<file path="src/rtl/arith_result_stage.sv">
// Registered result/flag stage behind the adder: captures result, carry and operand signs,
// derives {N,Z,C,V}, and buffers two words with a skid register. Optional macro: ARITH_STICKY_FLAGS_EN.
module arith_result_stage #(
    parameter int bus = 4
) (
    input  logic           clk,
    input  logic           rst,
    input  logic           in_valid,
    output logic           in_ready,
    input  logic [bus-1:0] result,
    input  logic           carry_out,
    input  logic [1:0]     selector,
    input  logic           a_msb,
    input  logic           b_msb,
    output logic           out_valid,
    input  logic           out_ready,
    output logic [bus-1:0] out_result,
    output logic [3:0]     out_flags,
    input  logic           clear_sticky,
    output logic           sticky_v
);

    // Handshake: a word moves on a rising edge only when valid && ready are both high;
    // ready never depends on valid, and the upstream holds its word while it is stalled.

    logic           main_valid_q, main_valid_d;
    logic [bus-1:0] main_result_q, main_result_d;
    logic [3:0]     main_flags_q, main_flags_d;
    logic           skid_valid_q, skid_valid_d;
    logic [bus-1:0] skid_result_q, skid_result_d;
    logic [3:0]     skid_flags_q, skid_flags_d;

    logic           in_xfer;
    logic           out_xfer;
    logic           is_add;
    logic           v_bit;
    logic [3:0]     in_flags;

    assign in_ready = !skid_valid_q && !rst;
    assign in_xfer  = in_valid && in_ready;
    assign out_xfer = main_valid_q && out_ready;

    // Subtraction overflows when the operand signs differ; addition when they match.
    assign is_add   = (selector == 2'b00);
    assign v_bit    = (result[bus-1] != a_msb) && (is_add ? (a_msb == b_msb) : (a_msb != b_msb));
    assign in_flags = {result[bus-1], (result == '0), carry_out, v_bit};

    always_comb begin
        main_valid_d  = main_valid_q;
        main_result_d = main_result_q;
        main_flags_d  = main_flags_q;
        skid_valid_d  = skid_valid_q;
        skid_result_d = skid_result_q;
        skid_flags_d  = skid_flags_q;
        if (!main_valid_q) begin
            if (in_xfer) begin
                main_valid_d  = 1'b1;
                main_result_d = result;
                main_flags_d  = in_flags;
            end
        end else if (out_xfer) begin
            if (skid_valid_q) begin
                main_result_d = skid_result_q;
                main_flags_d  = skid_flags_q;
                skid_valid_d  = 1'b0;
            end else if (in_xfer) begin
                main_result_d = result;
                main_flags_d  = in_flags;
            end else begin
                main_valid_d  = 1'b0;
            end
        end else if (in_xfer) begin
            skid_valid_d  = 1'b1;
            skid_result_d = result;
            skid_flags_d  = in_flags;
        end
    end

    always_ff @(posedge clk) begin
        if (rst) begin
            main_valid_q  <= 1'b0;
            main_result_q <= '0;
            main_flags_q  <= 4'b0000;
            skid_valid_q  <= 1'b0;
            skid_result_q <= '0;
            skid_flags_q  <= 4'b0000;
        end else begin
            main_valid_q  <= main_valid_d;
            main_result_q <= main_result_d;
            main_flags_q  <= main_flags_d;
            skid_valid_q  <= skid_valid_d;
            skid_result_q <= skid_result_d;
            skid_flags_q  <= skid_flags_d;
        end
    end

    assign out_valid  = main_valid_q;
    assign out_result = main_result_q;
    assign out_flags  = main_flags_q;

`ifdef ARITH_STICKY_FLAGS_EN
    logic sticky_q, sticky_d;

    // A delivered overflow beats a simultaneous clear.
    always_comb begin
        sticky_d = sticky_q;
        if (out_xfer && main_flags_q[0]) begin
            sticky_d = 1'b1;
        end else if (clear_sticky) begin
            sticky_d = 1'b0;
        end
    end

    always_ff @(posedge clk) begin
        if (rst) begin
            sticky_q <= 1'b0;
        end else begin
            sticky_q <= sticky_d;
        end
    end

    assign sticky_v = sticky_q;
`else
    logic unused_clear_sticky;
    assign unused_clear_sticky = clear_sticky;
    assign sticky_v            = 1'b0;
`endif

endmodule
</file>
<file path="config.mk">
export PLATFORM = sky130hd
export DESIGN_NAME = arith_result_stage
export DESIGN_NICKNAME = d
export VERILOG_FILES = /design/src/rtl/arith_result_stage.sv
export SDC_FILE = /design/constraint.sdc
export NUM_CORES = 1
export LEC_CHECK = 0
export ABC_AREA = 1
export CAP_MARGIN = 0
export CELL_PAD_IN_SITES_DETAIL_PLACEMENT = 1
export CELL_PAD_IN_SITES_GLOBAL_PLACEMENT = 1
export CORE_MARGIN = 2
export CORE_UTILIZATION = 32
export CTS_CLUSTER_DIAMETER = 100
export DETAILED_ROUTE_END_ITERATION = 16
export MAX_ROUTING_LAYER = met4
export PLACE_DENSITY = 0.88
export SYNTH_ARGS = -nofsm -noshare
export SYNTH_HDL_FRONTEND = slang
export SYNTH_SLANG_ARGS = --single-unit
</file>
<file path="constraint.sdc">
create_clock -name clk -period 1.21 [get_ports clk]
set_clock_uncertainty 0.05 [all_clocks]
set_input_delay 0.121 -clock clk [delete_from_list [all_inputs] [get_ports clk]]
set_output_delay 0.121 -clock clk [all_outputs]
set_load 0.005 [all_outputs]
</file>
==> out/metrics.yaml <==
synth.distinct_cells: 23
multiInputGateArea_um2: 484.2
rsz0062_at_grt: "true"
syn_avg_cell_area_um2: 7.225
crit_chain: "nor2_4, nand2_2, buf_4, nand2_1, o211ai_1, nand2_1, inv_1"
total_leakage_power_nw: 0.6583
drive_gt1_share_pct: 36.84
grt_max_degree: 11
area_growth_pct: 55.59
crit_family: "simple AND/OR/NAND/NOR gates"
via_per_inst: 5.139
critPathBufInv: 2
setup_viol: 14
critPathMaxFanout: 4
combPwrFrac_pct: 26.3
hold_viol_final: 0
cts_buffer_depth: 2
cts-root-buf: "clkbuf_4"
start_util_pct: 33.06
dpl.hpwl_um: 1983
grt_pass1_wl_um: 4968
cts.sinks: 17
top_layer_used: "met4"
fillers: 343
period_minus_slack_ns: 1.269
wl_met2_um: 1699
place_ws_ns: -0.3223
slowest_delay_ns: 0.38
cp_data_arrival_time_ns: 1.42
drt_iter0_markers: 49
rows: 19
post-route-period-util_pct: 104.9
final_cell_mix: "21 x nand2_1, 21 x buf_4, 16 x inv_1"
die_h_um: 56.91
regArea_um2: 355.3
ant_nets: 0
maxCapViolations: 0
synth_seq_cells: 17
setup_tns_ns: -0.4093
cp.required_ns: 1.36
worst_path_most_repeated_cell: "nand2_1"
end_kind: "flip-flop"
wl_met1_um: 1417
power_switching_uw: 398.4
design_area_um2: 1394
yosysSeqAreaShare_pct: 37.99
clock_power_share_pct: 26.0
htree_levels: 1
ir_drop_v: 0.0005714
maxSlewViolCount: 0
globalplace.congestion: 0.8792
power_frac_seq_pct: 47.7
outcome: "finished with violations"
hold_class: "primary input to flip-flop"
final_cells: 202
place_inst: 186
clkSlewWorstSetupHoldPaths_ns: 0.12
powerDensity_nw_per_um2: 920.9
grt_pass1_vias: 1061
grt.total_usage_pct: 20.44
antenna_found_initial: 0
diodes: 0
ios: 25
violations: "negative setup slack"
dr.pass1.iters: 4
slowest_stage: "dfxtp_4"
yosys_warnings: 0
syn-num-nets: 138
cp-start-kind: "flip-flop"
final_util_pct: 51.43
io_buffers: 22
syn_inst: 124
grt.overflow.total: 0
core-area_um2: 2710
syn-cell-area_um2: 895.9
tritoncts: "yes"
setup_ws_ns: -0.05913
layout.nets: 186
drt_wl_total_um: 3291
place_area_um2: 1207
die_w_um: 56.91
p_int_uw: 885.3
cts_buffers: 3
die-area_um2: 3239
clk_latency_ns: 0.31
swShare_pct: 31.03
fmaxAchievable_ghz: 0.7879
drc: 0
routedWlPerCell_um: 16.29
vias: 1038
routed-wl-met3_um: 117
crit_type: "flip-flop to flip-flop"
==> repair_timing <==
action | 4_1_cts | 5_1_grt
gates cloned | 0 | 1
setup endpoints to repair | 26 | 17
buffers inserted | 9 | 2
hold endpoints to repair | 0 | 0
pin swaps | 1 | 6
hold buffers | 0 | 0
gates resized for setup | 30 | 17
==> flip-flops by register name, summed over array words and instances, names as in the netlist <==
signal and count:
out_flags 4, out_result 4, skid_result_q 4, skid_flags_q 3, out_valid 1, skid_valid_q 1
==> logic make-up after synthesis <==
logic type / after synthesis / share of synthesized area, %
buf+inv: 24 / 13.83
compound gates: 37 / 23.04
simple gates: 45 / 24.72
other cells: 1 / 0.4186
flops: 17 / 37.99
==> stage by stage <==
step	total power, mW	hold slack (ns)
2_1_floorplan	0.7578	0.1705
3_3_place_gp	0.8879	0.4164
3_5_place_dp	0.9001	0.4272
4_1_cts	1.256	0.3501
5_1_grt	1.341	0.3619
6_report	1.284	0.3487
==> per-layer routing <==
| metal | track usage [%] | up-vias |
|---|---|---|
| met3 | 2.535 | 6 |
| met1 | 24.19 | 507 |
| li1 | - | 494 |
| met2 | 35.47 | 31 |
| met5 | - | - |
| met4 | 6.977 | 0 |
==> worst paths after layout <==
path                  from  slack [ns]            end  cells past startpoint
max           skid_valid_q       -0.06   out_flags[2]                      7
min              out_ready        0.35   skid_valid_q                      2
max reg2reg   skid_valid_q       -0.06   out_flags[2]                      7
min reg2reg  out_result[3]        0.44  out_result[3]                      2
==> synthesized netlist by cell type <==
cell | number | area (um2)
a21oi_1 | 15 | 75.07
a211oi_2 | 1 | 12.51
inv_2 | 1 | 3.750
nor2_4 | 4 | 45.04
nor2_1 | 11 | 41.29
o21ai_1 | 4 | 20.02
nand3_1 | 3 | 15.01
dfxtp_1 | 17 | 340.3
buf_4 | 1 | 7.510
a31oi_1 | 1 | 6.260
o21ai_0 | 11 | 55.05
inv_1 | 18 | 67.56
nand3_2 | 1 | 10.01
o211ai_1 | 1 | 7.510
o22ai_1 | 1 | 6.260
buf_6 | 4 | 45.04
nand2_1 | 23 | 86.33
a211oi_1 | 2 | 15.01
nand4_1 | 1 | 6.260
conb_1 | 1 | 3.750
or2_0 | 1 | 6.260
a21oi_2 | 1 | 8.760
nand2_4 | 1 | 11.26
==> final cells by class <==
cell class	count	area share [%]
Tap cell	31	2.783
Multi-Input combinational cell	84	34.74
Clock inverter	1	0.3591
Inverter	19	5.476
Clock buffer	3	1.616
Sequential cell	17	25.49
Timing Repair Buffer	47	29.53
==> power by group through the flow <==
stage          clock, mW  sequential (mW)  combinational (mW)
6_report           0.334            0.613               0.337
5_1_grt            0.359            0.616               0.366
4_1_cts            0.338            0.611               0.306
3_5_place_dp           0            0.626               0.275
3_3_place_gp           0            0.623               0.265
2_1_floorplan          0            0.622               0.135
No activity file was read; power rests on OpenSTA's default activity.
